### config.mk
export PLATFORM = sky130hd
export DESIGN_NAME = prio_encoder_q
export DESIGN_NICKNAME = d
export VERILOG_FILES = /design/src/rtl/prio_encoder_q.sv
export SDC_FILE = /design/constraint.sdc
export NUM_CORES = 1
export LEC_CHECK = 0
export CAP_MARGIN = 40
export CORE_UTILIZATION = 30
export CTS_CLUSTER_SIZE = 8
export DETAILED_ROUTE_END_ITERATION = 10
export SLEW_MARGIN = 5
export SYNTH_ARGS = -nofsm -noshare
export SYNTH_HDL_FRONTEND = slang
export SYNTH_SLANG_ARGS = --single-unit
### constraint.sdc
create_clock -name clk -period 6.5 [get_ports clk]
set_clock_uncertainty 0.1 [all_clocks]
set_input_delay 0.65 -clock clk [delete_from_list [all_inputs] [get_ports clk]]
set_output_delay 0.65 -clock clk [all_outputs]
set_load 0.02 [all_outputs]
### src/rtl/prio_encoder_q.sv
// Registered N-way request encoder: sticky pending bits, fixed-priority or round-robin grant.
// Latency: req edge t -> pending after t -> out_valid/out_idx after t+1; one grant per cycle.
// Backpressure: out_valid/out_idx/rr_ptr hold while out_ready=0; requests keep accumulating in pending.
module prio_encoder_q #(
    parameter int N = 8,
    parameter int W = 3
) (
    input  logic         clk,
    input  logic         rst_n,
    input  logic [N-1:0] req,
    input  logic         mode_rr,
    input  logic         out_ready,
    output logic         out_valid,
    output logic [W-1:0] out_idx,
    output logic [N-1:0] pending,
    output logic         busy
);

    logic [W-1:0] rr_ptr;
    logic [W-1:0] win_fix;
    logic [W-1:0] win_rr;
    logic [W-1:0] winner;
    logic [W:0]   cand;
    logic         found;
    logic         load;
    logic         grant;
    logic [N-1:0] clear_mask;

    // Last set bit in ascending scan is the highest index.
    always_comb begin
        win_fix = '0;
        for (int i = 0; i < N; i++) begin
            if (pending[i]) win_fix = W'(i);
        end
    end

    // Upward scan from rr_ptr with wrap; cand stays below N since rr_ptr < N.
    always_comb begin
        win_rr = '0;
        found  = 1'b0;
        cand   = '0;
        for (int k = 0; k < N; k++) begin
            cand = {1'b0, rr_ptr} + (W+1)'(k);
            if (cand >= (W+1)'(N)) cand = cand - (W+1)'(N);
            if (!found && pending[cand[W-1:0]]) begin
                win_rr = cand[W-1:0];
                found  = 1'b1;
            end
        end
    end

    assign winner     = mode_rr ? win_rr : win_fix;
    assign load       = !out_valid || out_ready;
    assign grant      = load && (|pending);
    assign clear_mask = grant ? (N'(1) << winner) : '0;
    assign busy       = (|pending) || out_valid;

    always_ff @(posedge clk or negedge rst_n) begin
        if (!rst_n) begin
            pending   <= '0;
            out_valid <= 1'b0;
            out_idx   <= '0;
            rr_ptr    <= '0;
        end else begin
            // A request arriving on the grant edge re-arms the bit (set wins).
            pending <= (pending & ~clear_mask) | req;
            if (load) begin
                out_valid <= |pending;
                if (grant) begin
                    out_idx <= winner;
                    if (mode_rr) rr_ptr <= (winner == W'(N-1)) ? '0 : winner + W'(1);
                end
            end
        end
    end

endmodule

==> flow_metrics.py <==
metrics = {
    "finish": {
        "multi_input_area_mm2": 0.00117,
        "drive_gt1_share_pct": 16.2,
        "nFillCells": 510,
        "insertedDiodeCount": 0,
        "nNetsFinal": 212,
        "fin_area_mm2": 0.00195,
        "area_growth_pct": 19.6,
        "seq_area_um2": 375,
    },
    "sta": {
        "slew_headroom_pct": 44.6,
        "post-route-period-util_pct": 68.2,
        "fin_tns_setup_ns": 0,
        "worst_pin_slew_ns": 0.831,
        "period_minus_slack_ns": 4.43,
        "rsz0062_at_grt": "no",
        "finalSetupViolations": 0,
        "maxSlewViolCount": 0,
        "fmax_mhz": 226,
        "hold_viol": 0,
    },
    "drt": {
        "routedWlPerCell_um": 15.1,
        "drcViolationCount": 0,
        "dr_total_vias": 1401,
        "wirelength_um": 3940,
        "dr.pass1.iters": 4,
        "antenna_left": 0,
        "vias_per_cell": 5.37,
        "drtIter0Drc": 80,
    },
    "clock_network": {
        "htreeDepth": 1,
        "numCtsBuffers": 3,
        "cts_tree": "built",
        "ctsRootBufferMaster": "clkbuf_8",
        "clock_latency_ns": 0.25,
        "post_cts_buffers": 0,
        "cts.repair.resized": 0,
        "holdBufCountCts": 0,
        "path_clk_slew_ns": 0.06,
        "max-clock-path-buffers": 2,
        "cts_sinks": 15,
    },
    "die": {
        "die_w_um": 75.8,
        "design.die.area_mm2": 0.00575,
        "num_io_pins": 25,
        "rows": 26,
        "initial_core_util_pct": 31.6,
        "coreArea_mm2": 0.00517,
        "dieHeight_um": 75.8,
    },
    "run_status": {
        "status": "completed",
    },
    "setup_path": {
        "setup.worst_path.start": "rr_ptr[0]$_DFFE_PN0P_",
        "crit_chain": "inv_1, ha_1, mux4_2, mux2i_2, nand3b_4, nor2_1, a221oi_2, a311oi_2, inv_1, ha_1, nor2_1, a22oi_1, nor2_1",
        "slowest_delay_ns": 0.84,
        "critPathBufInv": 2,
        "worstPathArrival_ns": 4.51,
        "cpMostUsedCell": "nor2_1",
        "cp_max_fo": 17,
        "required_ns": 6.58,
        "worstSetupPathType": "reg2reg",
        "r2r-start": "rr_ptr[0]$_DFFE_PN0P_",
        "critPathTopFamily": "multiplexers",
        "end_kind": "register",
        "cp_slowest_cell": "dfrtp_1",
        "start_kind": "register",
    },
    "run": {
        "max-cap-violations": 0,
    },
    "synth": {
        "synth_commonest_cells": "nand2_1, nor2_1, dfrtp_1",
        "synth_top_cell_by_area": "dfrtp_1",
        "syn_area_mm2": 0.00163,
        "synthFlopType": "dfrtp_1",
        "synth_nets": 194,
        "synth_cell_types": 50,
        "synth_area_leaders": "dfrtp_1, mux4_2, ha_1",
        "avgSynthCellArea_um2": 9.39,
        "seq_area_frac_synth_pct": 23.0,
        "synth-edff-count": 0,
        "synthArstFlopShare_pct": 100,
        "synth_seq_cells": 15,
        "netlist.area_leader.share_pct": 23.0,
        "yosysWarnings": 0,
        "synthCells": 174,
    },
    "grt": {
        "grt_max_degree": 18,
        "antenna_found_initial": 0,
        "grt_pass1_vias": 1402,
        "grtUsageTotal_pct": 15.4,
        "grt_pass1_wl_um": 6740,
        "grt_overflow": 0,
    },
    "placed_design": {
        "hpwlAfterDp_um": 2950,
        "io_buffers": 24,
        "postPlaceCellArea_mm2": 0.00191,
        "place.gp.congestion": 0.914,
    },
    "worst_hold_path": {
        "hp-start": "out_idx[2]$_DFFE_PN0P_",
        "hold_path.class": "reg2reg",
    },
    "power_and_ir_drop": {
        "ir_worst_vdd_mv": 0.189,
        "power.density_mw_per_mm2": 329,
        "p_leak_nw": 0.696,
    },
}
registers in the layout (all words and copies together) (netlist names):
register,cells
rr_ptr,3
out_valid,1
pending,8
out_idx,3
placed cells by master, fill, tap and decap left out, types with 2 or more instances in the layout:
master           Yosys  layout
nand2_1             16      16
nor3b_1              4       4
dfrtp_1             15      15
nand2b_1             6       6
a211oi_1             2       2
o32a_1               4       4
o31ai_1              3       3
o21ai_0              8       8
nor2_1              16      16
xnor2_1              2       2
mux2i_1              6       6
clkdlybuf4s50_1      0      24
nor4_1               2       2
mux4_2              10      10
a21o_1               2       2
inv_1               10      10
ha_1                 8       8
a21oi_1              9       9
nand3_1              4       4
nor3_1               4       4
clkbuf_8             0       3
or2_2                2       2
mux2_2               4       4
cell families after synthesis:
logic type                 after synthesis  share of synthesized area (%)
AOI/OAI and AO/OA                       42                           20.1
xor gates and xnor gates                 3                           1.61
adders and majority gates                8                           6.13
buffers and inverters                   21                           5.59
DFF                                     15                           23.0
muxes                                   24                           24.0
and+or+nand+nor                         61                           19.5
where the power goes:
group          switching, mW  total, mW  internal, mW
clock network         0.0348     0.0773        0.0425
logic                  0.196      0.385         0.190
registers             0.0687      0.180         0.112
through the flow:
step	util [%]	instances	hold WS [ns]	setup WS (ns)	total power, mW
3_5_place_dp	36.9	257	0.378	2.10	0.567
3_3_place_gp	36.9	257	0.371	2.16	0.566
4_1_cts	37.8	261	0.393	2.05	0.646
2_1_floorplan	-	174	0.254	2.46	0.483
5_1_grt	37.8	261	0.416	1.66	0.694
6_report	37.8	261	0.383	2.07	0.643
routing by layer:
metal | global-route usage [%] | vias to the layer above | wire [um]
met4 | 4.53 | 0 | 49
met5 | 0 | - | 0
met1 | 21.0 | 665 | 1820
met2 | 26.1 | 44 | 1860
met3 | 1.46 | 6 | 208
li1 | - | 686 | -
path summary, 6_finish.rpt:
path	end	slack, ns	cells past startpoint
setup / recovery	rr_ptr[0]$_DFFE_PN0P_	2.07	13
hold / removal	out_idx[2]$_DFFE_PN0P_	0.38	2
setup reg to reg	rr_ptr[0]$_DFFE_PN0P_	2.07	13
hold reg to reg	out_idx[2]$_DFFE_PN0P_	0.38	2
max in group asynchronous	pending[6]$_DFF_PN0_	5.14	1
min in group asynchronous	out_idx[0]$_DFFE_PN0P_	0.72	1
worst min-delay path, cell delays in order, from the launching register on:
cell	delay, ns
dfrtp_1	0.34
nand2_1	0.05
o21ai_1	0.06
cell type report:
class / count / share of cell area (%)
timing repair buffer: 24 / 12.3
clock buffer: 3 / 2.11
tap: 70 / 4.48
multi-input combinational: 138 / 59.7
clock inverter: 1 / 0.256
sequential: 15 / 19.2
inverter: 10 / 1.92
Note: power is estimated with default switching activity, not from simulation.
